`config.mk`:
```
export PLATFORM = sky130hd
export DESIGN_NAME = hazard_scoreboard
export DESIGN_NICKNAME = d
export VERILOG_FILES = /design/src/rtl/hazard_scoreboard.sv
export SDC_FILE = /design/constraint.sdc
export NUM_CORES = 1
export LEC_CHECK = 0
export ABC_AREA = 1
export CORE_AREA = 4 4 133 161
export CTS_BUF_LIST = sky130_fd_sc_hd__clkbuf_16
export CTS_CLUSTER_SIZE = 16
export DETAILED_ROUTE_END_ITERATION = 6
export DIE_AREA = 0 0 137 165
export GPL_ROUTABILITY_DRIVEN = 1
export PLACE_DENSITY_LB_ADDON = 0.1
export RECOVER_POWER = 25
export SLEW_MARGIN = 20
export SYNTH_ARGS = -nofsm -noshare
export SYNTH_HDL_FRONTEND = slang
export SYNTH_SLANG_ARGS = --single-unit
```
`constraint.sdc`:
```
create_clock -name clk -period 7.69 [get_ports clk]
set_input_delay 1.1535 -clock clk [delete_from_list [all_inputs] [get_ports clk]]
set_output_delay 1.1535 -clock clk [all_outputs]
set_load 0.02 [all_outputs]
```
`src/rtl/hazard_scoreboard.sv`:
```
// Scoreboard hazard unit: one pending-write countdown per register; freezes ID/IF while a source is pending.
// Optional operand bypass on the final countdown cycle is enabled by defining HAZARD_FWD_EN.
module hazard_scoreboard #(
    parameter int unsigned REG_AW = 5,
    parameter int unsigned CW     = 3,
    parameter int unsigned PERF_W = 16
) (
    input  logic              clk,
    input  logic              rst_n,
    input  logic              issue_valid,
    input  logic              issue_wb_en,
    input  logic [REG_AW-1:0] issue_dest,
    input  logic [CW-1:0]     issue_lat,
    input  logic [REG_AW-1:0] src1,
    input  logic [REG_AW-1:0] src2,
    input  logic              is_src2,
    input  logic              flush,
    input  logic              mem_stall,
    output logic              freez,
    output logic              fwd_sel1,
    output logic              fwd_sel2,
    output logic [PERF_W-1:0] stall_cycles
);

    localparam int unsigned NUM_REGS = 2 ** REG_AW;

    logic [CW-1:0]     cnt_q [NUM_REGS];
    logic [CW-1:0]     cnt_d [NUM_REGS];
    logic [PERF_W-1:0] stall_q;
    logic [PERF_W-1:0] stall_d;

    logic [CW-1:0] src1_cnt;
    logic [CW-1:0] src2_cnt;
    logic          src1_nz;
    logic          src2_nz;
    logic          haz1;
    logic          haz2;
    logic          accept;

    assign src1_cnt = cnt_q[src1];
    assign src2_cnt = cnt_q[src2];
    assign src1_nz  = (src1 != '0);
    assign src2_nz  = is_src2 && (src2 != '0);

    // Hazard detection; with bypass, an entry one cycle from writeback is forwarded instead of stalled
    always_comb begin
        haz1     = 1'b0;
        haz2     = 1'b0;
        fwd_sel1 = 1'b0;
        fwd_sel2 = 1'b0;
`ifdef HAZARD_FWD_EN
        haz1     = src1_nz && (src1_cnt > CW'(1));
        haz2     = src2_nz && (src2_cnt > CW'(1));
        fwd_sel1 = issue_valid && src1_nz && (src1_cnt == CW'(1));
        fwd_sel2 = issue_valid && src2_nz && (src2_cnt == CW'(1));
`else
        haz1     = src1_nz && (src1_cnt != '0);
        haz2     = src2_nz && (src2_cnt != '0);
`endif
    end

    assign freez  = issue_valid && (haz1 || haz2);
    assign accept = issue_valid && !freez && issue_wb_en && (issue_dest != '0) && !flush;

    // Countdown update: flush clears, mem_stall holds, otherwise decrement; WAW keeps the longer latency
    always_comb begin
        for (int unsigned r = 0; r < NUM_REGS; r++) begin
            cnt_d[r] = cnt_q[r];
            if (flush) begin
                cnt_d[r] = '0;
            end else begin
                if (!mem_stall && (cnt_q[r] != '0)) begin
                    cnt_d[r] = cnt_q[r] - CW'(1);
                end
                if (accept && (REG_AW'(r) == issue_dest) && (issue_lat > cnt_d[r])) begin
                    cnt_d[r] = issue_lat;
                end
            end
        end
    end

    always_comb begin
        stall_d = stall_q;
        if (freez && (stall_q != '1)) begin
            stall_d = stall_q + PERF_W'(1);
        end
    end

    always_ff @(posedge clk or negedge rst_n) begin
        if (!rst_n) begin
            for (int unsigned r = 0; r < NUM_REGS; r++) begin
                cnt_q[r] <= '0;
            end
            stall_q <= '0;
        end else begin
            for (int unsigned r = 0; r < NUM_REGS; r++) begin
                cnt_q[r] <= cnt_d[r];
            end
            stall_q <= stall_d;
        end
    end

    assign stall_cycles = stall_q;

endmodule

```
# Yosys cells after proc, flatten, opt, wreduce, memory -nomap -nowiden
# Cells that the tools add are included.
dict set report word_totals {
  reg_bits 112
  elab_cells 415
}
dict set report classes {
  n_mux 134
  magnitude_cmp 34
  n_reduce_logical 147
  eq_ne 32
  add_sub_neg 33
  bitwise_logic 2
}
# operator n
set op_table {}
lappend op_table {{$mux W3} 132}
lappend op_table {{$logic_and A1 B1 Y1} 105}
lappend op_table {{$reduce_bool A3 Y1} 34}
lappend op_table {{$gt A3 B3 Y1} 32}
lappend op_table {{$sub A3 B1 Y3 const B} 32}
lappend op_table {{$eq A5 B5 Y1 const A} 16}
lappend op_table {{$eq A4 B5 Y1 const A} 8}
lappend op_table {{$bmux W3 S5} 2}
lappend op_table {{$eq A3 B5 Y1 const A} 4}
lappend op_table {{$add A16 B1 Y16 const B} 1}
lappend op_table {{$ne A16 B16 Y1 const B} 1}
lappend op_table {{$reduce_bool A5 Y1} 3}
lappend op_table {{$ge A6 B6 Y1 const B} 2}
lappend op_table {{$not A5 Y6} 2}
lappend op_table {{$eq A2 B5 Y1 const A} 2}
lappend op_table {{$eq A1 B5 Y1 const A} 1}
lappend op_table {{$logic_not A5 Y1} 1}
lappend op_table {{$logic_not A1 Y1} 3}
lappend op_table {{$logic_or A1 B1 Y1} 1}

# Depth between registers and ports, before layout
dict set report logic_depth {
  word_depth 17
  ltp_mapped 19
}

# Worst setup path before layout
# No wires, ideal clock.
dict set report synth_timing {
  path_type {input to register}
  start {input port mem_stall}
  end {register cnt_q[90] in the netlist's numbering}
  setup_slack_ns 3.917
  stages 13
  t_required_ns 7.572
  setup_time_ns 0.118
  t_arrival_ns 3.655
  cell_sequence {clkbuf_1 inv_1 clkbuf_1 buf_1 nand3_1 xor2_1 ha_1 nand2_1 inv_1 a2111oi_0 nand4_4 nor2_1 nor2_1}
}
# element line
set synth_rtl {}
lappend synth_rtl {{from (decl)} 18} ;# input logic mem_stall,
lappend synth_rtl {{to (signal, indexed assignment)} 97} ;# cnt_q[r] <= cnt_d[r];
lappend synth_rtl {{to (decl)} 27} ;# logic [CW-1:0] cnt_q [NUM_REGS];

# Worst setup path in the final report
dict set report layout_timing {
  start {input port src2[1]}
  end {output port freez}
}
dict set report layout_via {
  elab_chain_cells 8
}
# element line
set layout_rtl {}
lappend layout_rtl {{from (decl)} 15} ;# input logic [REG_AW-1:0] src2,
lappend layout_rtl {{$not A5 Y6 (implied by the code)} 41} ;# assign src2_cnt = cnt_q[src2];
lappend layout_rtl {{$bmux W3 S5} 41}
lappend layout_rtl {{$mux W3 (implied by the code) (2 in series)} 41}
lappend layout_rtl {{$reduce_bool A3 Y1} 58} ;# haz2 = src2_nz && (src2_cnt != '0);
lappend layout_rtl {{$logic_and A1 B1 Y1 (*)} 58}
lappend layout_rtl {{$logic_or A1 B1 Y1 (*)} 62} ;# assign freez = issue_valid && (haz1 || haz2);
lappend layout_rtl {{$logic_and A1 B1 Y1 (*)} 62}
lappend layout_rtl {{to (decl)} 19} ;# output logic freez,
# Mark *: on every way between the ends. The rest lies on a longest branch, timed or not. The select of a mux whose other input is x is not followed.

==> reports/results.ini <==
[outcome]
status = finished with violations
violations = max-capacitance violations, max-slew violations

[critical_path]
r2r_cells = 15
critPathMaxStageDelay_ns = 1.02
critPathMostFrequentCell = nand2_1
cp_cell_sequence = clkdlybuf4s50_1 > inv_2 > nand3_1 > nand2_1 > nand2_1 > nand2_1 > nand2_1 > nand2_1 > nand2_1 > nand2_1 > nand2_1 > nand3_4 > a21boi_4 > clkdlybuf4s50_1
crit_buf_inv = 3
crit_fanout = 22
critical_path.top_delay_family = buffers and inverters
arrival_ns = 4.43
cp-end-kind = output pin
path_class = in -> out
r2r_start = cnt_q[91]
worstSetupStartpointType = primary input
r2r-end = cnt_q[8]
critical_path.slowest_cell = clkdlybuf4s50_1
required_ns = 6.54
reg2reg_slack_ns = 4.29

[final_layout]
areaGrowthSynthToFinish_pct = 6.80
fin_nets = 1831
final_area_um2 = 12300
drive_gt1_share_pct = 5.02
n_antenna_cell = 0

[timing]
slew_headroom_pct = -181
rsz0062_at_grt = false
hold_ws_ns = 0.551
finalCritPeriodShare_pct = 72.7
fmax_mhz = 179
setup_viol = 0
tightest_slew_ns = 4.22
setup_ws_ns = 2.10
finalCriticalPeriod_ns = 5.59
setup_tns_ns = 0
finalHoldViolations = 0
drv_slew = 75
fin_skew_ns = 0.0154

[routing]
wl_mm = 31.5
ant_nets = 0
route.detailed.drc = 0
drt-pass1-iter-count = 5
wl_per_cell_um = 16.4
num_vias = 10600
routed_via_density = 5.51
drt-initial-drc-count = 767

[hold_path]
whs_path_depth = 2
holdCritStartpoint = stall_cycles[14]
hold_end = stall_cycles[14]
hold_class = reg -> reg

[synth]
yosysWarnings = 0
yosysUniqueCellTypes = 42
synth-seq-cells = 112
synth.avg_cell_area_um2 = 7.04
syn-instance-count = 1637
syn_area_um2 = 11500
seq_area_frac_synth_pct = 24.3

[floorplanning]
start_util_pct = 57.8
die_area_um2 = 22600
core_area_um2 = 20000
fp-row-count = 57
die_h_um = 165
die_x_um = 137
io_pins = 44

[global_routing]
grt_pass1_wl_mm = 50.7
grt_usage_pct = 28.4
grt-ovfl-total = 0
grt_max_degree = 75
grt_pass1_vias = 10000
antenna_found_initial = 0

[clocking]
htreeDepth = 3
clk_latency_ns = 0.37
cts.sinks = 112
cts_max_path_buffers = 2
post_cts_buffers = 0
cts-root-buf = clkbuf_16
hold_buffers = 0
post_cts_resized = 0
clk_pin_slew_ns = 0.09
numCtsBuffers = 9
cts_tree = yes

[place]
hpwl_mm = 22.6
port_buffers = 41
pre_cts_ws_ns = 2.16
placed_area_um2 = 12000
gp_congestion = 0.953

[power_and_ir_drop]
p_per_area_nw_per_um2 = 286
power_leakage_uw = 0.00653
ir_worst_vdd_uv = 188
power.total_uw = 3530

[flow_run]
cap_violations = 1

[layer usage]
metal	vias to the layer above	wire [um]	track usage, %
li1	5302	-	-
met2	262	15300	49.4
met4	0	1010	10.4
met1	4941	13600	36.4
met5	-	0	0
met3	67	1480	2.83
[flip-flops by register name (all words and copies together), names as in the netlist]
name,flops
cnt_q,96
stall_cycles,16
[power breakdown]
| group | switching [uW] | internal [uW] | total [uW] |
|---|---|---|---|
| registers | 130 | 741 | 871 |
| clock network | 264 | 233 | 497 |
| logic | 1350 | 806 | 2160 |
[stage by stage]
stage	cells	utilization, %
finish	1918	61.7
global route	1918	61.7
CTS	1918	61.7
detailed placement	1902	60.2
global placement	1902	60.2
floorplan	1638	-
[kinds of logic (layout without fill, tap and decap cells)]
kind of cell    Yosys count  after routing  share of synthesized area [%]
simple gates            928            928                           37.0
xor+xnor                 78             78                           5.92
fa+ha+maj               158            158                           17.1
other cells               1              2                         0.0325
flops                   112            112                           24.3
compound gates          127            127                           6.76
buf+inv                 233            248                           8.84
[worst max-delay path by stage]
stage,from,endpoint,slack (ns),depth (start not counted)
global route,src2[1],freez,1.88,14
finish,src2[1],freez,2.10,14
CTS,src2[1],freez,2.15,14
detailed placement,src2[1],freez,2.16,14
global placement,src2[1],freez,2.19,14
floorplan,mem_stall,cnt_q[90],3.92,13
[cells in the mapped netlist, drive strengths merged]
cell,instances,share of area (%)
nand2,435,14
nor2,281,9.4
inv,179,5.9
ha,158,17
nand3,143,6.2
dfrtp,112,24
xor2,67,5.1
a21oi,55,2.4
nand4,48,5.8
o21ai,32,1.5
buf,26,2.1
clkbuf,26,0.85
a311oi,16,1.2
a211oi,14,0.91
and2,12,0.65
xnor2,11,0.84
nor3,5,0.22
o21bai,5,0.33
a31oi,3,0.16
clkinv,2,0.065
nand3b,2,0.13
a2111oi,1,0.076
a21boi,1,0.16
and3,1,0.054
conb,1,0.033
nor4,1,0.054
[area by class of cell]
type / instances / area [um2]
tap: 265 / 332
multi-input combinational: 1293 / 7720
clock inverter: 7 / 82.6
sequential: 112 / 2800
timing repair buffer: 51 / 469
fill: 1869 / 7650
inverter: 181 / 684
clock buffer: 9 / 225
[worst min-delay path: cells and delay by family, from the launching register on]
| family | cells | cell delay [ns] |
|---|---|---|
| and+or+nand+nor | 2 | 0.12 |
| DFF | 1 | 0.40 |
[placed cells by master, fill, tap and decap left out, drive strengths merged]
cell type and n:
and3 1, inv 182, dfrtp 112, a2111oi 1
nand3 143, o21bai 5, clkdlybuf4s50 38, clkinv 5
nand4 48, xnor2 11, clkbuf 10, nor3 5
a31oi 3, xor2 67, and2 12, conb 2
buf 12, a211oi 14, nor2 281, a21boi 1
nand3b 2, nand2 435, nor4 1, clkinvlp 1
ha 158, o21ai 32, a21oi 55, a311oi 16
No activity file was read; power rests on OpenSTA's default activity.
